**src/rtl/bonus_collector_pkg.sv**
```systemverilog
// rtl/bonus_collector_pkg.sv - shared tuning constants for the bullet-supply pickup logic
package bonus_collector_pkg;
  localparam int BONUS_OVERLAP_MIN     = 4;
  localparam int BONUS_COOLDOWN_FRAMES = 30;
  localparam int BONUS_LEVEL_MAX       = 3;
  localparam int BONUS_LEVEL_FRAMES    = 600;
endpackage

```
**src/rtl/bonus_collector_level_timer.sv**
```systemverilog
// rtl/bonus_collector_level_timer.sv - saturating bullet upgrade level with per-level frame timer
module bonus_level_timer #(
  parameter int LEVEL_MAX      = 3,
  parameter int LEVEL_BITS     = 2,
  parameter int LEVEL_FRAMES   = 600,
  parameter int FRAME_CNT_BITS = 10
) (
  input  logic                  clk_vga,
  input  logic                  rst,
  input  logic                  en_i,
  input  logic                  pickup_i,
  input  logic                  frame_i,
  output logic [LEVEL_BITS-1:0] level_o,
  output logic                  active_o
);
  logic [LEVEL_BITS-1:0]     level_q, level_d;
  logic [FRAME_CNT_BITS-1:0] timer_q, timer_d;
  logic                      active_q;

  // A pickup in the same cycle as a frame boundary takes priority and skips the decay step.
  always_comb begin
    level_d = level_q;
    timer_d = timer_q;
    if (en_i) begin
      if (pickup_i) begin
        if (level_q < LEVEL_BITS'(LEVEL_MAX)) level_d = level_q + 1'b1;
        timer_d = FRAME_CNT_BITS'(LEVEL_FRAMES);
      end else if (frame_i && (level_q != '0)) begin
        if (timer_q <= FRAME_CNT_BITS'(1)) begin
          level_d = level_q - 1'b1;
          timer_d = (level_q > LEVEL_BITS'(1)) ? FRAME_CNT_BITS'(LEVEL_FRAMES) : '0;
        end else begin
          timer_d = timer_q - 1'b1;
        end
      end
    end
  end

  always_ff @(posedge clk_vga or posedge rst) begin
    if (rst) begin
      level_q  <= '0;
      timer_q  <= '0;
      active_q <= 1'b0;
    end else begin
      level_q  <= level_d;
      timer_q  <= timer_d;
      active_q <= (level_d != '0);
    end
  end

  assign level_o  = level_q;
  assign active_o = active_q;
endmodule

```
**src/rtl/bonus_collector.sv**
```systemverilog
// rtl/bonus_collector.sv - player/bullet-supply overlap detector, pickup strobe and upgrade level
module bonus_collector
  import bonus_collector_pkg::*;
#(
  parameter int OVERLAP_MIN     = BONUS_OVERLAP_MIN,
  parameter int COOLDOWN_FRAMES = BONUS_COOLDOWN_FRAMES,
  parameter int LEVEL_MAX       = BONUS_LEVEL_MAX,
  parameter int LEVEL_BITS      = 2,
  parameter int LEVEL_FRAMES    = BONUS_LEVEL_FRAMES,
  parameter int FRAME_CNT_BITS  = 10
) (
  input  logic                  clk_vga,
  input  logic                  rst,
  input  logic                  en_i,
  input  logic                  v_sync_i,
  input  logic                  me_alpha_i,
  input  logic                  bonus_alpha_i,
  output logic                  crash_me_bonus_o,
  output logic                  pickup_o,
  output logic [LEVEL_BITS-1:0] bullet_level_o,
  output logic                  upgrade_active_o
);
  localparam int OvBits = $clog2(OVERLAP_MIN + 1);

  typedef enum logic [1:0] {ST_ARMED, ST_HIT, ST_COOLDOWN} state_e;

  state_e                    state_q, state_d;
  logic [OvBits-1:0]         ov_cnt_q, ov_cnt_d;
  logic [FRAME_CNT_BITS-1:0] cd_cnt_q, cd_cnt_d;
  logic                      crash_q, crash_d;
  logic                      pickup_q, pickup_d;
  logic                      vs_q;
  logic                      vs_edge, overlap;

  assign vs_edge = v_sync_i & ~vs_q;
  assign overlap = en_i & me_alpha_i & bonus_alpha_i & ~vs_edge;

  always_comb begin
    state_d  = state_q;
    ov_cnt_d = ov_cnt_q;
    cd_cnt_d = cd_cnt_q;
    crash_d  = 1'b0;
    pickup_d = 1'b0;
    if (en_i) begin
      unique case (state_q)
        ST_ARMED: begin
          if (vs_edge) begin
            ov_cnt_d = '0;
          end else if (overlap) begin
            if (ov_cnt_q != OvBits'(OVERLAP_MIN)) ov_cnt_d = ov_cnt_q + 1'b1;
            if (ov_cnt_q >= OvBits'(OVERLAP_MIN - 1)) begin
              state_d  = ST_HIT;
              crash_d  = 1'b1;
              pickup_d = 1'b1;
            end
          end
        end
        ST_HIT: begin
          crash_d = overlap;
          if (vs_edge) begin
            ov_cnt_d = '0;
            if (COOLDOWN_FRAMES == 0) begin
              state_d = ST_ARMED;
            end else begin
              cd_cnt_d = FRAME_CNT_BITS'(COOLDOWN_FRAMES);
              state_d  = ST_COOLDOWN;
            end
          end
        end
        ST_COOLDOWN: begin
          if (vs_edge) begin
            if (cd_cnt_q <= FRAME_CNT_BITS'(1)) begin
              cd_cnt_d = '0;
              state_d  = ST_ARMED;
            end else begin
              cd_cnt_d = cd_cnt_q - 1'b1;
            end
          end
        end
        default: state_d = ST_ARMED;
      endcase
    end
  end

  always_ff @(posedge clk_vga or posedge rst) begin
    if (rst) begin
      state_q  <= ST_ARMED;
      ov_cnt_q <= '0;
      cd_cnt_q <= '0;
      crash_q  <= 1'b0;
      pickup_q <= 1'b0;
      vs_q     <= 1'b0;
    end else begin
      state_q  <= state_d;
      ov_cnt_q <= ov_cnt_d;
      cd_cnt_q <= cd_cnt_d;
      crash_q  <= crash_d;
      pickup_q <= pickup_d;
      vs_q     <= v_sync_i;
    end
  end

  // Level reacts to the registered pickup, so it lands one cycle after pickup_o.
  bonus_level_timer #(
    .LEVEL_MAX     (LEVEL_MAX),
    .LEVEL_BITS    (LEVEL_BITS),
    .LEVEL_FRAMES  (LEVEL_FRAMES),
    .FRAME_CNT_BITS(FRAME_CNT_BITS)
  ) u_level (
    .clk_vga (clk_vga),
    .rst     (rst),
    .en_i    (en_i),
    .pickup_i(pickup_q),
    .frame_i (vs_edge),
    .level_o (bullet_level_o),
    .active_o(upgrade_active_o)
  );

  assign crash_me_bonus_o = crash_q;
  assign pickup_o         = pickup_q;
endmodule

```
**config.mk**
```make
export PLATFORM = sky130hd
export DESIGN_NAME = bonus_collector
export DESIGN_NICKNAME = d
export VERILOG_FILES = /design/src/rtl/bonus_collector_pkg.sv /design/src/rtl/bonus_collector_level_timer.sv /design/src/rtl/bonus_collector.sv
export SDC_FILE = /design/constraint.sdc
export NUM_CORES = 1
export LEC_CHECK = 0
export BUFFER_PORTS_ARGS = -buffer_cell sky130_fd_sc_hd__clkbuf_2
export CAP_MARGIN = 10
export CORE_MARGIN = 5
export CORE_UTILIZATION = 30
export DETAILED_ROUTE_END_ITERATION = 10
export HOLD_SLACK_MARGIN = 0.05
export MAX_ROUTING_LAYER = met4
export PLACE_DENSITY = 0.48
export SLEW_MARGIN = 10
export SYNTH_ARGS = -nofsm -noshare
export SYNTH_HDL_FRONTEND = slang
export SYNTH_SLANG_ARGS = --single-unit
```
**constraint.sdc**
```tcl
create_clock -name clk_vga -period 2.2 [get_ports clk_vga]
set_input_delay 0.11 -clock clk_vga [delete_from_list [all_inputs] [get_ports clk_vga]]
set_output_delay 0.11 -clock clk_vga [all_outputs]
set_load 0.02 [all_outputs]
```
==> results of run 1 <==
[critical path, cell delays in order, from the launching register on]
cell       delay [ns]
dfrtp_1          0.40
or2_1            0.24
or4_4            0.45
or4_4            0.59
a21oi_4          0.26
a2bb2oi_2        0.17
[what timing repair did]
item                                    in CTS  in global routing
gates resized for setup                      0                  8
hold buffers                                 2                  0
endpoints found under the setup margin       0                  3
setup buffers                                0                  3
hold endpoints to repair                    32                  0
[metrics by stage]
stage,setup TNS [ns],cell area [sq um],instances,utilization (%)
2_1_floorplan,0,1880,210,-
3_3_place_gp,0,2090,302,34.9
4_1_cts,0,2210,312,36.9
6_report,0,2270,315,37.9
3_5_place_dp,0,2090,302,34.9
5_1_grt,-0.0963,2270,315,37.9
[worst max path at each step]
stage / start / end / slack, ns / cells after the start
2_1_floorplan: u_level.level_o[0]$_DFF_PP0_ / u_level.level_o[0]$_DFF_PP0_ / 0.02 / 6
3_3_place_gp: u_level.level_o[0]$_DFF_PP0_ / u_level.level_o[1]$_DFF_PP0_ / 0.09 / 6
3_5_place_dp: u_level.level_o[0]$_DFF_PP0_ / u_level.level_o[1]$_DFF_PP0_ / 0.04 / 6
4_1_cts: u_level.level_o[0]$_DFF_PP0_ / u_level.level_o[1]$_DFF_PP0_ / 0.03 / 6
5_1_grt: u_level.timer_q[6]$_DFFE_PP0P_ / u_level.level_o[0]$_DFF_PP0_ / -0.05 / 5
6_report: u_level.timer_q[6]$_DFFE_PP0P_ / u_level.level_o[0]$_DFF_PP0_ / 0.01 / 5
[placed cells by master (no fill, tap or decap), drive strengths merged]
master / count
or4: 4
nor2b: 4
a2bb2oi: 3
nand3: 3
dfrtp: 31
o31ai: 3
xor2: 3
o22ai: 3
a21o: 1
a211oi: 3
and3: 1
nor2: 19
o41ai: 1
buf: 14
or3b: 2
o21a: 1
nand2b: 1
or2: 2
nand3b: 1
o211ai: 5
nor4: 7
o21ai: 15
a31oi: 4
clkbuf: 18
inv: 19
mux2: 1
nand4: 4
ha: 11
or3: 6
xnor2: 6
nor3b: 2
nand2: 14
a21oi: 15
nor3: 9
and3b: 1
o31a: 1
dlygate4sd3: 2
[power groups by stage]
stage / Combinational, uW / Sequential, uW / Clock, uW
after floorplan: 488 / 851 / 0
after global placement: 722 / 862 / 0
after detailed placement: 721 / 860 / 0
after CTS: 730 / 850 / 514
after global routing: 870 / 877 / 551
final: 764 / 853 / 498
[cell families (layout without fill, tap and decap cells)]
group | Yosys count | after routing | share of synthesized area (%)
xor+xnor | 9 | 9 | 4.20
fa+ha+maj | 11 | 11 | 7.33
buf+inv | 23 | 53 | 4.60
mux | 1 | 1 | 0.600
compound gates | 55 | 55 | 18.7
flops | 31 | 31 | 41.3
simple gates | 80 | 80 | 23.2
[layer usage]
layer | share of wire [%] | wire length, um | vias to the layer above | global-route usage (%)
li1 | - | - | 813 | -
met1 | 48 | 2070 | 767 | 15.6
met2 | 48 | 2060 | 8 | 19.0
met3 | 2.6 | 111 | 6 | 3.87
met4 | 0.89 | 38 | 0 | 2.84
met5 | 0 | 0 | - | -
[layout make-up]
type,instances,area (sq um),share of cell area (%)
multi-input cells,156,1050,46.4
inverters,19,71.3,3.14
flip-flops and latches,31,778,34.3
well taps,75,93.8,4.13
clock buffers,8,100,4.41
repair buffers,26,175,7.71
[flip-flops by register name (all words and copies together) (netlist names)]
register and cells:
u_level.level_o 2, u_level.timer_q 10, pickup_o 1, ov_cnt_q 3, crash_me_bonus_o 1, state_q 2
u_level.active_o 1, cd_cnt_q 10, vs_q 1
==> qor.yml, run 1 <==
floorplanning:
  fp.dieW_um: 89.1
  core_sq_um: 5990
  pin_count: 11
  rows: 28
  start_util_pct: 31.3
  fp.dieArea_sq_um: 7940
  dieHeight_um: 89.1
synthesis:
  synth_top_cell_by_area: "dfrtp_1"
  async_reset_ff_share_pct: 100
  synth_ff_type: "dfrtp_1"
  synth_area_leaders: "dfrtp_1 (41%), ha_1 (7.3%), inv_1 (3.8%)"
  synth_area_sq_um: 1880
  synth_top_cells_by_count: "dfrtp_1 (31), inv_1 (19), nor2_1 (19)"
  syn_inst: 210
  avgSynthCellArea_sq_um: 8.94
  syn_nets: 227
  yosys_warnings: 0
  seq_area_frac_synth_pct: 41.3
  yosys.cell_count.top_type: "dfrtp_1"
  ys_ff_latch: 31
  synth_edf_count: 0
  synth_cell_types: 42
  synth_top_area_share_pct: 41.3
setup_path:
  timing.rr.end: "u_level.level_o[0]$_DFF_PP0_"
  required_ns: 2.41
  rr_worst_depth: 5
  path_class: "flip-flop to flip-flop"
  r2r-start: "u_level.timer_q[6]$_DFFE_PP0P_"
  cp_max_fo: 6
  critical_path_arrival_ns: 2.39
  ff2ff_setup_slack_ns: 0.01
  startpoint_type: "flip-flop"
  end_kind: "flip-flop"
hold_path:
  hold-path-cell-count: 3
  min_from: "me_alpha_i"
  worst_hold_path_type: "primary input to flip-flop"
  hold_path_end: "crash_me_bonus_o$_DFF_PP0_"
clock_tree:
  clk_root_buffer_cell: "clkbuf_8"
  h-tree-depth: 2
  cts_sinks: 31
  cts.path.max_buffers: 2
  clock_latency_ns: 0.28
  cts_buffers: 5
  cts_tree: "yes"
  clkTransAtPathRegs_ns: 0.07
final_layout:
  drive_gt1_share_pct: 21.7
  nFillCells: 593
  syn_to_final_growth_pct: 21.1
  n_antenna_cell: 0
  layout.nets: 256
place:
  port_buffers: 10
  gp_congestion: 0.780
  dpl_worst_slack_ns: 0.0375
  dp_hpwl_um: 3090
timing:
  fin_crit_ns: 2.19
  worst_pin_slew_ns: 0.560
  fmax_mhz: 457
  fin_hold_ws_ns: 0.0815
  hold_viol: 0
  drv_slew: 0
  min_period_over_period_pct: 99.5
  clock_skew_ns: 0.00366
  worst_slack_ns: 0.0120
  relSlewSlack_pct: 62.2
  rsz0062_at_grt: "yes"
  setup_viol: 0
power_and_ir_drop:
  p_sw_share_pct: 37.9
  vdd_drop_max_v: 0.000339
  cellPowerDensity_nw_per_um2: 931
  finalPower_uw: 2110
  power_frac_comb_pct: 36.1
  power_leakage_uw: 0.000958
  intPower_uw: 1310
  power.share.clock_pct: 23.5
  p_seq_share_pct: 40.4
  switching_power_uw: 801
routing:
  drt_iter0_markers: 56
  wl_per_cell_um: 13.6
  vias_per_cell: 5.06
  wl_um: 4290
  first_pass_iters: 4
  detail-route-antenna-nets: 0
  vias: 1594
  drc_errors: 0
global_route:
  grt_pass1_wl_um: 7330
  grt_pass1_vias: 1557
  grt_max_degree: 32
  antenna_found_initial: 0
  grt_remaining_overflow: 0
  grtUsageTotal_pct: 12.2
run_status:
  status: "finished clean"
flow_run:
  max_cap_violations: 0
No activity file was read; power rests on OpenSTA's default activity.
==> run 2: changes to the inputs <==
--- a/config.mk
+++ b/config.mk
@@ -14,5 +14,4 @@
 export MAX_ROUTING_LAYER = met4
 export PLACE_DENSITY = 0.48
-export SLEW_MARGIN = 10
 export SYNTH_ARGS = -nofsm -noshare
 export SYNTH_HDL_FRONTEND = slang
==> constraint.sdc (replaced) <==
create_clock -name clk_vga -period 2.2 [get_ports clk_vga]
set_input_delay 0.22 -clock clk_vga [delete_from_list [all_inputs] [get_ports clk_vga]]
set_output_delay 0.22 -clock clk_vga [all_outputs]
set_load 0.02 [all_outputs]
==> run 2 against run 1 <==
Effect of this change:
- first-iteration DRC count grew 16%
- clock skew is essentially flat
- sequential cell count is the same
- largest power group unchanged
- count of clock-buffer cells in the layout is the same
- largest cell class unchanged
- final area shrank 0.44%
- hold slack gained 0.053 ns
- setup slack gained 0.0053 ns
- register-to-register slack is essentially flat
==> qor.yml, run 2 (synthesis results as in run 1) <==
run_status:
  status: "finished clean"
power_and_ir_drop:
  cellPowerDensity_nw_per_um2: 934
  finalPower_uw: 2110
  power_leakage_uw: 0.000954
  vdd_drop_max_v: 0.000339
clock_tree:
  cts_sinks: 31
  clkTransAtPathRegs_ns: 0.06
  cts.path.max_buffers: 2
  cts_tree: "yes"
  clk_root_buffer_cell: "clkbuf_8"
  h-tree-depth: 2
  cts_buffers: 5
  clock_latency_ns: 0.29
setup_path:
  rr_worst_depth: 5
  startpoint_type: "flip-flop"
  cp_max_fo: 6
  end_kind: "flip-flop"
  endpoint: "u_level.level_o[0]$_DFF_PP0_"
  r2r-start: "u_level.timer_q[6]$_DFFE_PP0P_"
  critical_path_arrival_ns: 2.39
  timing.rr.end: "u_level.level_o[0]$_DFF_PP0_"
  path_class: "flip-flop to flip-flop"
  required_ns: 2.41
  startpoint: "u_level.timer_q[6]$_DFFE_PP0P_"
  ff2ff_setup_slack_ns: 0.02
place:
  dpl_worst_slack_ns: 0.0375
  dp_hpwl_um: 3090
  port_buffers: 10
  gp_congestion: 0.780
global_route:
  use_met1_pct: 15.6
  grt_pass1_vias: 1551
  grtUsageTotal_pct: 12.2
  busiest_layer: "met2"
  use_met3_pct: 3.87
  grt_remaining_overflow: 0
  grtUsageMet2_pct: 18.8
  grt_pass1_wl_um: 7290
  grt_max_degree: 32
  antenna_found_initial: 0
floorplanning:
  fp.dieArea_sq_um: 7940
  start_util_pct: 31.3
  dieHeight_um: 89.1
  rows: 28
  core_sq_um: 5990
  fp.dieW_um: 89.1
  pin_count: 11
routing:
  first_pass_iters: 4
  drc_errors: 0
  detail-route-antenna-nets: 0
  vias: 1592
  wl_per_cell_um: 13.6
  wl_um: 4260
  drt_iter0_markers: 65
  vias_per_cell: 5.07
hold_path:
  hold-path-cell-count: 1
  worst_hold_path_type: "primary input to flip-flop"
final_layout:
  mostFrequentLayoutCells: "dfrtp_1 (29), inv_1 (19), nor2_1 (19)"
  final_common_cell: "dfrtp_1"
  n_antenna_cell: 0
  syn_to_final_growth_pct: 20.5
  drive_gt1_share_pct: 21.8
  layout.nets: 255
  largest_registers: "cd_cnt_q (10), u_level.timer_q (10), ov_cnt_q (3)"
timing:
  worst_slack_ns: 0.0173
  drv_slew: 0
  rsz0062_at_grt: "yes"
  setup_viol: 0
  fin_crit_ns: 2.18
  relSlewSlack_pct: 62.3
  min_period_over_period_pct: 99.2
  hold_viol: 0
  worst_pin_slew_ns: 0.560
  fmax_mhz: 458
  clock_skew_ns: 0.00387
flow_run:
  max_cap_violations: 0
## run 2: cell count changes in the layout (fill, tap and decap cells not counted), sizes merged
cell	previous run	this run
dlygate4sd3	2	1
## run 2: final cells by class
class,instances,area (sq um)
Multi-Input combinational cell,156,1050
Clock buffer,8,100
Tap cell,75,93.8
Fill cell,592,3730
Timing Repair Buffer,25,165
Sequential cell,31,778
Inverter,19,71.3
## run 2: power by group
group	switching (uW)	internal [uW]	total, uW	leakage, uW
clock	214	285	500	0.0000515
sequential	153	699	852	0.000372
combinational	434	327	761	0.000530
## run 2: routing by layer
metal  share of wire [%]  wire length, um
met1                  49             2080
met2                  48             2030
met3                 2.4              104
met4                0.94               40
met5                   0                0
## run 2: worst min path at each step
stage               startpoint                          to
finish                v_sync_i              vs_q$_DFF_PP0_
global placement           rst  u_level.active_o$_DFF_PP0_
CTS                   v_sync_i              vs_q$_DFF_PP0_
detailed placement         rst  u_level.active_o$_DFF_PP0_
global route          v_sync_i              vs_q$_DFF_PP0_
floorplan             v_sync_i              vs_q$_DFF_PP0_
## run 2: repair_timing
item / in CTS / in global routing
setup buffers: 0 / 3
resized for setup: 0 / 8
endpoints found under the setup margin: 0 / 3
hold buffers: 1 / 0
endpoints found under the hold margin: 31 / 0
## run 2: stage by stage
stage | TNS (ns) | util [%] | hold WS, ns | std cells | instance area, sq um
global route | -0.183 | 37.8 | 0.146 | 314 | 2260
global placement | 0 | 34.9 | 0.309 | 302 | 2090
CTS | 0 | 36.7 | 0.134 | 311 | 2200
finish | 0 | 37.8 | 0.134 | 314 | 2260
detailed placement | 0 | 34.9 | 0.311 | 302 | 2090
floorplan | 0 | - | 0.251 | 210 | 1880
## run 2: critical path, cell delays in order, from the launching register on
cell and delay [ns]:
dfrtp_1 0.40, or2_1 0.24, or4_4 0.45, or4_4 0.59, a21oi_4 0.26, a2bb2oi_2 0.16
==> run 3: changes to the inputs <==
- CTS_BUF_LIST: default -> sky130_fd_sc_hd__clkbuf_2 sky130_fd_sc_hd__clkbuf_4 sky130_fd_sc_hd__clkbuf_8
- TNS_END_PERCENT: default -> 5
==> run 3 against run 2 <==
Effect of this change:
- combinational power about the same
- global-route usage is the same
- sequential cell count unchanged
- non-clock buffer count down 1
- setup slack worse by 0.010 ns
- highest routed layer unchanged
==> qor.yml, run 3 (synthesis results as in run 1) <==
setup_path:
  startpoint_type: "flip-flop"
  crit_path_cell_trace: "or2_1 -> or4_4 -> or4_4 -> o31ai_1 -> a2bb2oi_2"
  critical_path_arrival_ns: 2.35
  cpMostUsedCell: "or4_4"
  required_ns: 2.36
  path_class: "flip-flop to flip-flop"
  end_kind: "flip-flop"
  crit_family: "simple AND/OR/NAND/NOR gates"
  max_stage_delay_ns: 0.58
  cpMaxStageDelayCell: "or4_4"
  cp.buffers_inverters: 0
  cp_max_fo: 5
clock_tree:
  cts_sinks: 31
  cts.path.max_buffers: 2
  cts_tree: "yes"
  clk_root_buffer_cell: "clkbuf_8"
  clock_latency_ns: 0.28
  h-tree-depth: 2
  cts_buffers: 5
  clkTransAtPathRegs_ns: 0.06
power_and_ir_drop:
  power_leakage_uw: 0.000950
  finalPower_uw: 2120
  cellPowerDensity_nw_per_um2: 948
  vdd_drop_max_v: 0.000340
global_route:
  grt_max_degree: 32
  grt_pass1_wl_um: 7290
  grt_remaining_overflow: 0
  antenna_found_initial: 0
  grt_pass1_vias: 1551
  grtUsageTotal_pct: 12.2
timing:
  fmax_mhz: 456
  setup_tns_ns: 0
  setup_viol: 0
  drv_slew: 0
  rsz0062_at_grt: "yes"
  min_period_over_period_pct: 99.7
  relSlewSlack_pct: 62.9
  fin_hold_ws_ns: 0.136
  fin_crit_ns: 2.19
  clock_skew_ns: 0.00356
  worst_pin_slew_ns: 0.551
  hold_viol: 0
  worst_slack_ns: 0.00684
floorplanning:
  fp.dieArea_sq_um: 7940
  core_sq_um: 5990
  start_util_pct: 31.3
  dieHeight_um: 89.1
  rows: 28
  pin_count: 11
  fp.dieW_um: 89.1
place:
  dp.cells: 302
  port_buffers: 10
  dpl_worst_slack_ns: 0.0375
  dp_hpwl_um: 3090
  gp_congestion: 0.780
routing:
  vias_per_cell: 5.06
  vias: 1585
  detail-route-antenna-nets: 0
  drc_errors: 0
  wl_um: 4230
  drt_iter0_markers: 76
  wl_per_cell_um: 13.5
  first_pass_iters: 4
run_status:
  status: "finished clean"
final_layout:
  n_antenna_cell: 0
  mostFrequentLayoutCells: "dfrtp_1 (29), inv_1 (19), nor2_1 (19)"
  layout.nets: 254
  largest_registers: "cd_cnt_q (10), u_level.timer_q (10), ov_cnt_q (3)"
  final_common_cell: "dfrtp_1"
  layout.cells.non_filler: 313
  syn_to_final_growth_pct: 19.3
  drive_gt1_share_pct: 20.2
flow_run:
  max_cap_violations: 0
hold_path:
  worst_hold_path_type: "primary input to flip-flop"
[run 3: changes by cell type in the layout (fill, tap and decap cells not counted)]
cell,change
o31ai_2,-1
or3_1,+1
o31ai_1,+1
or3_4,-1
clkbuf_4,+1
nor4_1,+1
clkbuf_1,-1
nor4_2,-1
buf_4,-1
ha_2,-1
ha_1,+1
[run 3: worst register-to-register path, stage by stage (launching register included)]
cell	delay (ns)
dfrtp_1	0.40
or2_1	0.24
or4_4	0.46
or4_4	0.58
o31ai_1	0.29
a2bb2oi_2	0.10
[run 3: stage by stage]
stage	utilization, %	area (sq um)
6_report	37.4	2240
3_3_place_gp	34.9	2090
3_5_place_dp	34.9	2090
5_1_grt	37.4	2240
4_1_cts	36.8	2200
2_1_floorplan	-	1880
[run 3: cell type report]
type / instances / area, sq um
fillers: 591 / 3750
multi-input cells: 156 / 1030
flip-flops and latches: 31 / 778
repair buffers: 24 / 158
clock buffers: 8 / 104
well taps: 75 / 93.8
inverters: 19 / 71.3
[run 3: path summary, 6_finish.rpt]
path | end | cells past startpoint | slack [ns] | from
worst min register to register | u_level.timer_q[7]$_DFFE_PP0P_ | 2 | 0.54 | u_level.timer_q[7]$_DFFE_PP0P_
worst max register to register | u_level.level_o[0]$_DFF_PP0_ | 5 | 0.007 | u_level.timer_q[6]$_DFFE_PP0P_
worst min-delay path | vs_q$_DFF_PP0_ | 1 | 0.14 | v_sync_i
min in group asynchronous | u_level.active_o$_DFF_PP0_ | 4 | 0.55 | rst
max in group asynchronous | u_level.level_o[0]$_DFF_PP0_ | 4 | 1.33 | rst
worst max-delay path | u_level.level_o[0]$_DFF_PP0_ | 5 | 0.007 | u_level.timer_q[6]$_DFFE_PP0P_
[run 3: power by group]
group | total [uW] | switching (uW) | internal, uW | leakage, uW
registers | 852 | 153 | 699 | 0.000372
clock network | 511 | 214 | 298 | 0.0000549
logic | 760 | 432 | 327 | 0.000523
[run 3: metal layers]
layer  up-vias  wire (um)  global-route usage, %
met3         4         94                   3.87
met1       764       2080                   15.6
met5         -          0                      -
met4         0         29                   2.84
met2        10       2030                   18.8
li1        807          -                      -
[run 3: timing repair]
item / 4_1_cts / 5_1_grt
resized for setup: 0 / 4
hold endpoints to repair: 31 / 0
setup buffers: 0 / 2
endpoints found under the setup margin: 0 / 3
hold buffers: 1 / 0
